`config.mk`:
```
export PLATFORM = sky130hd
export DESIGN_NAME = warmboot_controller
export DESIGN_NICKNAME = d
export VERILOG_FILES = /design/src/rtl/warmboot_controller.sv
export SDC_FILE = /design/constraint.sdc
export NUM_CORES = 1
export LEC_CHECK = 0
export CORE_UTILIZATION = 35
export DETAILED_ROUTE_END_ITERATION = 12
export PLACE_DENSITY = 0.62
export SLEW_MARGIN = 25
export SYNTH_ARGS = -nofsm -noshare
export SYNTH_HDL_FRONTEND = slang
export SYNTH_SLANG_ARGS = --single-unit
```
`constraint.sdc`:
```
create_clock -name clk -period 5.8 [get_ports clk]
set_clock_uncertainty 0.2 [all_clocks]
set_input_delay 1.16 -clock clk [delete_from_list [all_inputs] [get_ports clk]]
set_output_delay 1.16 -clock clk [all_outputs]
set_load 0.01 [all_outputs]
```
`src/rtl/warmboot_controller.sv`:
```
// Warm-boot responder: filters the user boot request, holds the fabric in reset,
// asks the configuration loader to reload from the slot's flash offset, then releases the fabric.
module warmboot_controller #(
    parameter int SLOT_BITS   = 4,
    parameter int ADDR_W      = 24,
    parameter int SLOT_SHIFT  = 20,
    parameter int BOOT_FILTER = 4,
    parameter int RESET_HOLD  = 16,
    parameter int TIMEOUT     = 65535
) (
    input  logic                 clk,
    input  logic                 RESET,
    input  logic [SLOT_BITS-1:0] slot_i,
    input  logic                 boot_i,
    output logic                 fabric_rst_o,
    output logic                 cfg_req_o,
    output logic [ADDR_W-1:0]    cfg_addr_o,
    input  logic                 cfg_ack_i,
    input  logic                 cfg_done_i,
    input  logic                 cfg_err_i,
    output logic                 busy_o,
    output logic [SLOT_BITS-1:0] last_slot_o,
    output logic                 err_o,
    output logic [2:0]           debug_state
);

    localparam logic [2:0] ST_IDLE   = 3'd0;
    localparam logic [2:0] ST_REQ    = 3'd1;
    localparam logic [2:0] ST_WAIT   = 3'd2;
    localparam logic [2:0] ST_HOLD   = 3'd3;
    localparam logic [2:0] ST_DISARM = 3'd4;

    localparam int FILT_W = $clog2(BOOT_FILTER + 1);
    localparam int HOLD_W = $clog2(RESET_HOLD + 1);
    localparam int WDOG_W = $clog2(TIMEOUT + 1);

    localparam logic [FILT_W-1:0] FILT_LAST = FILT_W'(BOOT_FILTER - 1);
    localparam logic [HOLD_W-1:0] HOLD_LAST = HOLD_W'(RESET_HOLD - 1);
    localparam logic [WDOG_W-1:0] WDOG_LAST = WDOG_W'(TIMEOUT - 1);
    localparam logic [WDOG_W-1:0] WDOG_MAX  = WDOG_W'(TIMEOUT);

    logic [2:0]        state;
    logic [FILT_W-1:0] filt_cnt;
    logic [HOLD_W-1:0] hold_cnt;
    logic [WDOG_W-1:0] wdog_cnt;

    assign debug_state = state;

    // cfg_req_o acts as a valid held steady (with cfg_addr_o) until cfg_ack_i is
    // sampled high; the transfer completes on that edge and the request drops next cycle.
    always_ff @(posedge clk) begin
        if (RESET) begin
            state        <= ST_HOLD;
            filt_cnt     <= '0;
            hold_cnt     <= '0;
            wdog_cnt     <= '0;
            fabric_rst_o <= 1'b1;
            cfg_req_o    <= 1'b0;
            cfg_addr_o   <= '0;
            busy_o       <= 1'b1;
            last_slot_o  <= '0;
            err_o        <= 1'b0;
        end else begin
            case (state)
                ST_IDLE: begin
                    if (!boot_i) begin
                        filt_cnt <= '0;
                    end else if (filt_cnt == FILT_LAST) begin
                        filt_cnt     <= '0;
                        last_slot_o  <= slot_i;
                        cfg_addr_o   <= ADDR_W'(slot_i) << SLOT_SHIFT;
                        fabric_rst_o <= 1'b1;
                        cfg_req_o    <= 1'b1;
                        busy_o       <= 1'b1;
                        state        <= ST_REQ;
                    end else begin
                        filt_cnt <= filt_cnt + FILT_W'(1);
                    end
                end
                ST_REQ: begin
                    if (cfg_ack_i) begin
                        cfg_req_o <= 1'b0;
                        wdog_cnt  <= '0;
                        state     <= ST_WAIT;
                    end
                end
                ST_WAIT: begin
                    // An error pulse outranks a simultaneous done pulse.
                    if (cfg_err_i || wdog_cnt == WDOG_LAST) begin
                        err_o    <= 1'b1;
                        hold_cnt <= '0;
                        state    <= ST_HOLD;
                    end else if (cfg_done_i) begin
                        err_o    <= 1'b0;
                        hold_cnt <= '0;
                        state    <= ST_HOLD;
                    end else if (wdog_cnt != WDOG_MAX) begin
                        wdog_cnt <= wdog_cnt + WDOG_W'(1);
                    end
                end
                ST_HOLD: begin
                    if (hold_cnt == HOLD_LAST) begin
                        fabric_rst_o <= 1'b0;
                        busy_o       <= 1'b0;
                        state        <= ST_DISARM;
                    end else begin
                        hold_cnt <= hold_cnt + HOLD_W'(1);
                    end
                end
                ST_DISARM: begin
                    // A boot line stuck high must not retrigger: require one low sample first.
                    if (!boot_i) begin
                        filt_cnt <= '0;
                        state    <= ST_IDLE;
                    end
                end
                default: begin
                    hold_cnt     <= '0;
                    fabric_rst_o <= 1'b1;
                    cfg_req_o    <= 1'b0;
                    busy_o       <= 1'b1;
                    state        <= ST_HOLD;
                end
            endcase
        end
    end

endmodule
```
==> results of run 1 <==
-- layout make-up --
type                            instances  share of cell area
Multi-Input combinational cell        189              0.5006
Sequential cell                        34              0.3043
Timing Repair Buffer                   24              0.1074
Tap cell                               72             0.04027
Clock buffer                            7             0.03412
Inverter                                8             0.01342
-- flip-flops by register name (all words and copies together) (netlist names) --
name and count:
last_slot_o 4, err_o 1, hold_cnt 5, busy_o 1
wdog_cnt 16, cfg_req_o 1, filt_cnt 3, debug_state 3
-- final timing paths --
check | slack, ns | end | cells after the start | start
hold reg to reg | 0.25 | hold_cnt[4]$_SDFFE_PP0P_ | 2 | hold_cnt[4]$_SDFFE_PP0P_
hold / removal | 0.25 | hold_cnt[4]$_SDFFE_PP0P_ | 2 | hold_cnt[4]$_SDFFE_PP0P_
setup / recovery | 2.48 | wdog_cnt[9]$_SDFFE_PP0P_ | 6 | RESET
setup reg to reg | 3.03 | wdog_cnt[9]$_SDFFE_PP0P_ | 6 | wdog_cnt[0]$_SDFFE_PP0P_
-- kinds of logic after synthesis --
group / Yosys count / share of synthesized area
buffers and inverters: 44 / 0.1373
adders and majority gates: 5 / 0.03121
muxes: 5 / 0.02497
AOI/OAI and AO/OA: 63 / 0.2104
DFF: 34 / 0.3396
and+or+nand+nor: 96 / 0.2547
other: 1 / 0.001871
-- per-layer routing --
| layer | wire length, microns | up-vias | GRT usage |
|---|---|---|---|
| li1 | - | 878 | - |
| met1 | 2075 | 814 | 0.1955 |
| met2 | 1913 | 50 | 0.2310 |
| met3 | 220 | 7 | 0.03765 |
| met4 | 72 | 0 | 0.06226 |
| met5 | 0 | - | 0 |
-- worst min-delay path, delay by kind of cell, from the launching register on --
kind,cells,cell delay [ns]
DFF,1,0.31
and+or+nand+nor,1,0.05
AOI/OAI and AO/OA,1,0.05
-- cell usage in the layout, fill, tap and decap left out, drive strengths merged, types with 2 or more instances in the layout --
cell,count
and3,3
clkbuf,7
nand4,9
a31o,2
nor2,22
inv,8
o22a,2
nor2b,2
or3b,2
conb,20
and2,3
nand3,14
o21ai,24
nor3,7
dfxtp,34
nand4b,2
a31oi,5
ha,5
o31ai,6
nor4,3
a21oi,12
nand2b,2
o211ai,2
clkdlybuf4s50,24
nand2,18
or3,4
nand3b,2
mux2i,5
-- through the flow --
| step | utilization | cells | hold slack (ns) | total power [mW] | worst slack (ns) |
|---|---|---|---|---|---|
| 3_3_place_gp | 0.3924 | 327 | 0.2396 | 0.4485 | 2.205 |
| 2_1_floorplan | - | 267 | 0.2319 | 0.4148 | 3.426 |
| 4_1_cts | 0.4063 | 334 | 0.2572 | 0.6176 | 2.454 |
| 5_1_grt | 0.4063 | 334 | 0.2883 | 0.6486 | 2.311 |
| 3_5_place_dp | 0.3924 | 327 | 0.2481 | 0.4482 | 2.129 |
| 6_report | 0.4063 | 334 | 0.2520 | 0.6097 | 2.482 |
-- power breakdown --
part,switching (mW),internal (mW)
sequential,0.0257,0.250
clock,0.0843,0.0827
combinational,0.0964,0.0708
==> impl_metrics.toml, run 1 <==
[clock_tree]
cts.reportedPaths.clkPinSlew_ns = 0.07
cts_root_buf = "clkbuf_8"
cts_sinks = 34
cts_tree = "built"
htreeDepth = 2
post_cts_buffers = 0
clockBufferDepth = 2
clock_latency_ns = 0.29
post_cts_resized = 0
cts_buffers = 5
postCtsHoldBufs = 0

[cells_and_area]
nNetsFinal = 277
antenna_cells = 0
area_growth_pct = 11.61
multiInputGateArea_sq_mm = 0.001120
final_area_sq_mm = 0.002237
regArea_sq_um = 680.7
n_fill_cell = 587
drive_gt1_frac = 0.05725

[sta]
tightest_slew_ns = 0.8182
period_needed_ns = 3.318
max_freq_mhz = 301.4
period_share = 0.5720
tns_ns = 0
hold_viol = 0
report.final.slew_viol_count = 0
finalSetupViolCount = 0
slew_headroom = 0.4528
rsz0062_at_grt = "no"

[placement]
placed_area_sq_mm = 0.002161
place.gp.congestion = 0.8554
portBuffers = 24
dp.final_hpwl_microns = 3039

[power_and_ir_drop]
leakage_nw = 0.8107
powerDensity_mw_per_mm2 = 272.5
vdd_drop_max_v = 0.0001591

[worst_setup_path]
criticalPathCategory = "input port to register"
end_kind = "register"
crit_fanout = 20
slowest_delay_ns = 1.00
path_cells = "clkdlybuf4s50_1 > inv_1 > nand2b_1 > nor2_1 > o21ai_0 > o21ai_0"
path_buf_inv = 2
worst_path_max_delay_cell = "clkdlybuf4s50_1"
critPathRequiredTime_ns = 5.76
critPathLaunchType = "input port"
cpLargestDelayFamily = "buffers and inverters"
cpMostUsedCell = "o21ai_0"
cp_data_arrival_time_ns = 3.28

[die]
initial_core_util = 0.3640
core-area_sq_mm = 0.005507
ios = 45
die_w_microns = 77.68
die_area_sq_mm = 0.006033
num_rows = 27
die_y_microns = 77.68

[synth]
syn_avg_cell_area_sq_um = 8.082
ys_warn_count = 0
ys_seq_area_frac = 0.3396
ys_top_cells_by_count = "dfxtp_1, buf_4, nor2_1"
ys_ff_latch = 34
synth_top_area_share = 0.3396
synthDistinctLibCells = 50
synth_flop_cell = "dfxtp_1"
synth-edff-count = 0
syn_area_sq_mm = 0.002004
synth_most_common_cell = "dfxtp_1"
synth_area_leaders = "dfxtp_1, buf_4, nor2_1"
synth_cells = 248
yosysTopAreaCell = "dfxtp_1"
ys_async_sr_fraction = 0

[grt]
grt_max_degree = 21
grt_pass1_vias = 1497
grt_pass1_wl_microns = 7086
grt.overflow.total = 0
antenna_found_initial = 0
grtUsageTotal = 0.1491

[routing]
vias = 1749
drt-total-wl_microns = 4282
remaining_drc_errors = 0
final_antenna_net_count = 0
wl_per_cell_microns = 12.82
firstDrtPassIters = 4
dr.first_iter.drc_count = 69
vias_per_cell = 5.237

[job]
maxCapViolations = 0

[worst_hold_path]
worstHoldPathType = "register to register"

[status]
status = "finished, final reports clean"
Power figures use the tool's default switching activity.
==> inputs of run 2 (changes only) <==
clock period = 3.18 ns   (was 5.8 ns; I/O delays follow)
==> impl_metrics.toml, run 2 (same netlist as run 1, synthesis figures left out) <==
[clock_tree]
cts_sinks = 34
clock_latency_ns = 0.28
postCtsHoldBufs = 0
htreeDepth = 2
cts.reportedPaths.clkPinSlew_ns = 0.07
cts_tree = "built"
post_cts_resized = 0
clockBufferDepth = 2
cts_buffers = 5
post_cts_buffers = 0
cts_root_buf = "clkbuf_8"

[sta]
slew_headroom = 0.5505
rsz0062_at_grt = "no"
period_needed_ns = 2.724
max_freq_mhz = 367.1
period_share = 0.8566
report.final.slew_viol_count = 0
hold_viol = 0
finalSetupViolCount = 0
tightest_slew_ns = 0.6681
tns_ns = 0

[die]
core-area_sq_mm = 0.005507
die_y_microns = 77.68
num_rows = 27
die_w_microns = 77.68
ios = 45
initial_core_util = 0.3640
die_area_sq_mm = 0.006033

[cells_and_area]
drive_gt1_frac = 0.06792
n_fill_cell = 568
layout_common_cells = "dfxtp_1, clkdlybuf4s50_1, nor2_1, conb_1, nand2_1"
antenna_cells = 0
nNetsFinal = 279
final_common_cell = "dfxtp_1"
regMostFlops = "wdog_cnt"
area_growth_pct = 13.86
largest_reg_flops = 16
reg_top3 = "wdog_cnt (16), hold_cnt (5), last_slot_o (4)"
final_area_sq_mm = 0.002282

[worst_setup_path]
r2r_slack_ns = 0.46
critPathLaunchType = "register"
end_kind = "register"
path_cells = "ha_1 > o211ai_1 > or4_1 > a211oi_4 > o21ai_0 > o21ai_0"
criticalPathCategory = "register to register"
reg2reg_from = "wdog_cnt[0]$_SDFFE_PP0P_"
worst_path_max_delay_cell = "or4_1"
cpMostUsedCell = "o21ai_0"
worst-path-stages = 6
critPathRequiredTime_ns = 3.19
crit_fanout = 13
path_buf_inv = 0
cpLargestDelayFamily = "compound AO/OA/AOI/OAI gates"
slowest_delay_ns = 0.72
r2r.worst_path.cells = 6
regToRegEndpoint = "wdog_cnt[7]$_SDFFE_PP0P_"
cp_data_arrival_time_ns = 2.73

[grt]
grt_pass1_wl_microns = 7541
busiest_layer = "met2"
grtUsageTotal = 0.1532
met3_usage = 0.04000
grt.overflow.total = 0
met1_usage = 0.2033
use_met2 = 0.2442
grt_max_degree = 20
grt_pass1_vias = 1573
antenna_found_initial = 0

[worst_hold_path]
holdPathStages = 2
min_from = "hold_cnt[4]$_SDFFE_PP0P_"
hold_end = "hold_cnt[4]$_SDFFE_PP0P_"
worstHoldPathType = "register to register"

[routing]
vias = 1752
remaining_drc_errors = 0
firstDrtPassIters = 4
final_antenna_net_count = 0
drt-total-wl_microns = 4292
vias_per_cell = 5.199
wl_per_cell_microns = 12.74
dr.first_iter.drc_count = 90

[placement]
portBuffers = 24
dp.final_hpwl_microns = 3109
placed_area_sq_mm = 0.002176
place.gp.congestion = 0.8077

[job]
maxCapViolations = 0

[power_and_ir_drop]
total_power_mw = 1.196
vdd_drop_max_v = 0.0002184
powerDensity_mw_per_mm2 = 524.2
leakage_nw = 0.8351

[status]
status = "finished, final reports clean"
## run 2: cell types whose count changed in the layout (fill, tap and decap cells not counted)
| cell | change |
|---|---|
| buf_4 | +2 |
| bufinv_16 | +1 |
## run 2: power breakdown
group | internal (mW) | switching (mW) | total, mW
clock | 0.235 | 0.159 | 0.393
sequential | 0.455 | 0.0479 | 0.503
combinational | 0.130 | 0.170 | 0.299
total | 0.820 | 0.377 | 1.20
## run 2: cell type report
| cell class | instances | area [sq um] | share of cell area |
|---|---|---|---|
| Clock buffer | 7 | 76.32 | 0.03344 |
| Clock inverter | 1 | 30.03 | 0.01316 |
| Inverter | 8 | 30.03 | 0.01316 |
| Multi-Input combinational cell | 189 | 1120 | 0.4907 |
| Sequential cell | 34 | 680.7 | 0.2982 |
| Tap cell | 72 | 90.09 | 0.03947 |
| Timing Repair Buffer | 26 | 255.2 | 0.1118 |
## run 2: worst register-to-register path: stages, from the launching register on
cell      delay (ns)
dfxtp_1         0.40
ha_1            0.30
o211ai_1        0.15
or4_1           0.72
a211oi_4        0.61
o21ai_0         0.17
o21ai_0         0.09
## run 2: layer usage
metal	routed length, microns	vias up
li1	-	888
met5	0	-
met1	1992	799
met2	1984	63
met3	302	2
met4	13	0
## run 2: how the worst max path moves through the flow
stage	start	to	slack, ns
after CTS	wdog_cnt[0]$_SDFFE_PP0P_	wdog_cnt[7]$_SDFFE_PP0P_	0.48
after floorplan	wdog_cnt[1]$_SDFFE_PP0P_	wdog_cnt[11]$_SDFFE_PP0P_	0.93
final	wdog_cnt[0]$_SDFFE_PP0P_	wdog_cnt[7]$_SDFFE_PP0P_	0.46
after detailed placement	wdog_cnt[0]$_SDFFE_PP0P_	wdog_cnt[7]$_SDFFE_PP0P_	0.50
after global routing	wdog_cnt[0]$_SDFFE_PP0P_	wdog_cnt[6]$_SDFFE_PP0P_	0.31
after global placement	wdog_cnt[1]$_SDFFE_PP0P_	wdog_cnt[9]$_SDFFE_PP0P_	0.57
## run 2: metrics by stage
stage / setup slack [ns] / hold slack, ns / utilization / std cells
3_5_place_dp: 0.4998 / 0.2433 / 0.3951 / 329
6_report: 0.4559 / 0.2514 / 0.4145 / 337
4_1_cts: 0.4848 / 0.2531 / 0.4145 / 337
3_3_place_gp: 0.5672 / 0.2418 / 0.3951 / 329
5_1_grt: 0.3066 / 0.2777 / 0.4145 / 337
2_1_floorplan: 0.9296 / 0.2319 / - / 267
==> inputs of run 3 (changes only) <==
CTS_BUF_LIST = sky130_fd_sc_hd__clkbuf_16   (was unset)
==> impl_metrics.toml, run 3 (same netlist as run 1, synthesis figures left out) <==
[status]
status = "finished, final reports clean"

[worst_setup_path]
crit_fanout = 13
end_kind = "register"
critPathLaunchType = "register"
r2r.worst_path.cells = 6
critPathRequiredTime_ns = 3.18
criticalPathCategory = "register to register"
cp_data_arrival_time_ns = 2.71

[job]
maxCapViolations = 0

[sta]
tightest_slew_ns = 0.6740
report.final.slew_viol_count = 0
slew_headroom = 0.5465
finalSetupViolCount = 0
tns_ns = 0
hold_viol = 0
max_freq_mhz = 368.1
period_needed_ns = 2.717
period_share = 0.8543
rsz0062_at_grt = "no"

[cells_and_area]
antenna_cells = 0
multiInputGateArea_sq_mm = 0.001120
post-route-util = 0.4247
n_fill_cell = 561
regMostFlops = "wdog_cnt"
reg_top3 = "wdog_cnt (16), hold_cnt (5), last_slot_o (4)"
fin_cells = 337
largest_reg_flops = 16
nNetsFinal = 279
regArea_sq_um = 680.7
area_growth_pct = 16.67
final_common_cell = "dfxtp_1"
layout_common_cells = "dfxtp_1, clkdlybuf4s50_1, nor2_1, conb_1, nand2_1"
drive_gt1_frac = 0.06792

[grt]
grt.overflow.total = 0
grt_pass1_wl_microns = 7596
antenna_found_initial = 0
grtUsageTotal = 0.1546
grt_pass1_vias = 1559
grt_max_degree = 20

[clock_tree]
clockBufferDepth = 2
cts_sinks = 34
cts.reportedPaths.clkPinSlew_ns = 0.06
htreeDepth = 2
cts_root_buf = "clkbuf_16"
clock_latency_ns = 0.28
cts_tree = "built"
post_cts_resized = 0
postCtsHoldBufs = 0
cts_buffers = 5
post_cts_buffers = 0

[worst_hold_path]
worstHoldPathType = "register to register"
holdPathStages = 2

[routing]
vias_per_cell = 5.131
vias = 1729
final_antenna_net_count = 0
drt-total-wl_microns = 4355
firstDrtPassIters = 4
dr.first_iter.drc_count = 107
remaining_drc_errors = 0
wl_per_cell_microns = 12.92

[placement]
dp.final_hpwl_microns = 3109
place.gp.congestion = 0.8077
dp.cells = 329
portBuffers = 24

[die]
die_y_microns = 77.68
die_area_sq_mm = 0.006033
num_rows = 27
die_w_microns = 77.68
ios = 45
core-area_sq_mm = 0.005507
initial_core_util = 0.3640

[power_and_ir_drop]
leakage_nw = 0.8691
total_power_mw = 1.346
powerDensity_mw_per_mm2 = 575.6
vdd_drop_max_v = 0.0002800
-- run 3: changes by cell type in the layout (fill, tap and decap cells not counted) --
cell,change
inv_1,+2
clkbuf_16,+5
clkbuf_8,-5
clkbuf_1,-2
-- run 3: area by class of cell --
type / count / area share
clock buffer: 5 / 0.05350
timing repair buffer: 26 / 0.1091
inverter: 8 / 0.01284
sequential: 34 / 0.2911
multi-input combinational: 189 / 0.4789
clock inverter: 3 / 0.01605
tap: 72 / 0.03852
-- run 3: critical path, stage by stage, from the launching register on --
cell and delay, ns:
dfxtp_1 0.40, ha_1 0.30, o211ai_1 0.15, or4_1 0.72
a211oi_4 0.60, o21ai_0 0.17, o21ai_0 0.09
-- run 3: power breakdown --
part	total [mW]	internal, mW	switching (mW)
clock	0.541	0.364	0.177
combinational	0.300	0.130	0.170
sequential	0.505	0.456	0.0491
-- run 3: metrics by stage --
stage                     area, sq um  hold WS, ns  setup WS [ns]
final                            2338       0.2490         0.4632
after global routing             2338       0.2746         0.3134
after CTS                        2338       0.2507         0.4888
after detailed placement         2176       0.2433         0.4998
after global placement           2176       0.2418         0.5672
after floorplan                  2076       0.2319         0.9296
-- run 3: routing by layer --
layer,global-route usage,share of wire,vias up
li1,-,-,888
met5,0,0,-
met4,0.04528,0.0046,0
met1,0.2068,0.48,797
met2,0.2451,0.47,42
met3,0.03647,0.047,2
-- run 3: final timing paths --
check,end,slack (ns),from
max,wdog_cnt[7]$_SDFFE_PP0P_,0.46,wdog_cnt[0]$_SDFFE_PP0P_
min,hold_cnt[4]$_SDFFE_PP0P_,0.25,hold_cnt[4]$_SDFFE_PP0P_
max reg2reg,wdog_cnt[7]$_SDFFE_PP0P_,0.46,wdog_cnt[0]$_SDFFE_PP0P_
min reg2reg,hold_cnt[4]$_SDFFE_PP0P_,0.25,hold_cnt[4]$_SDFFE_PP0P_
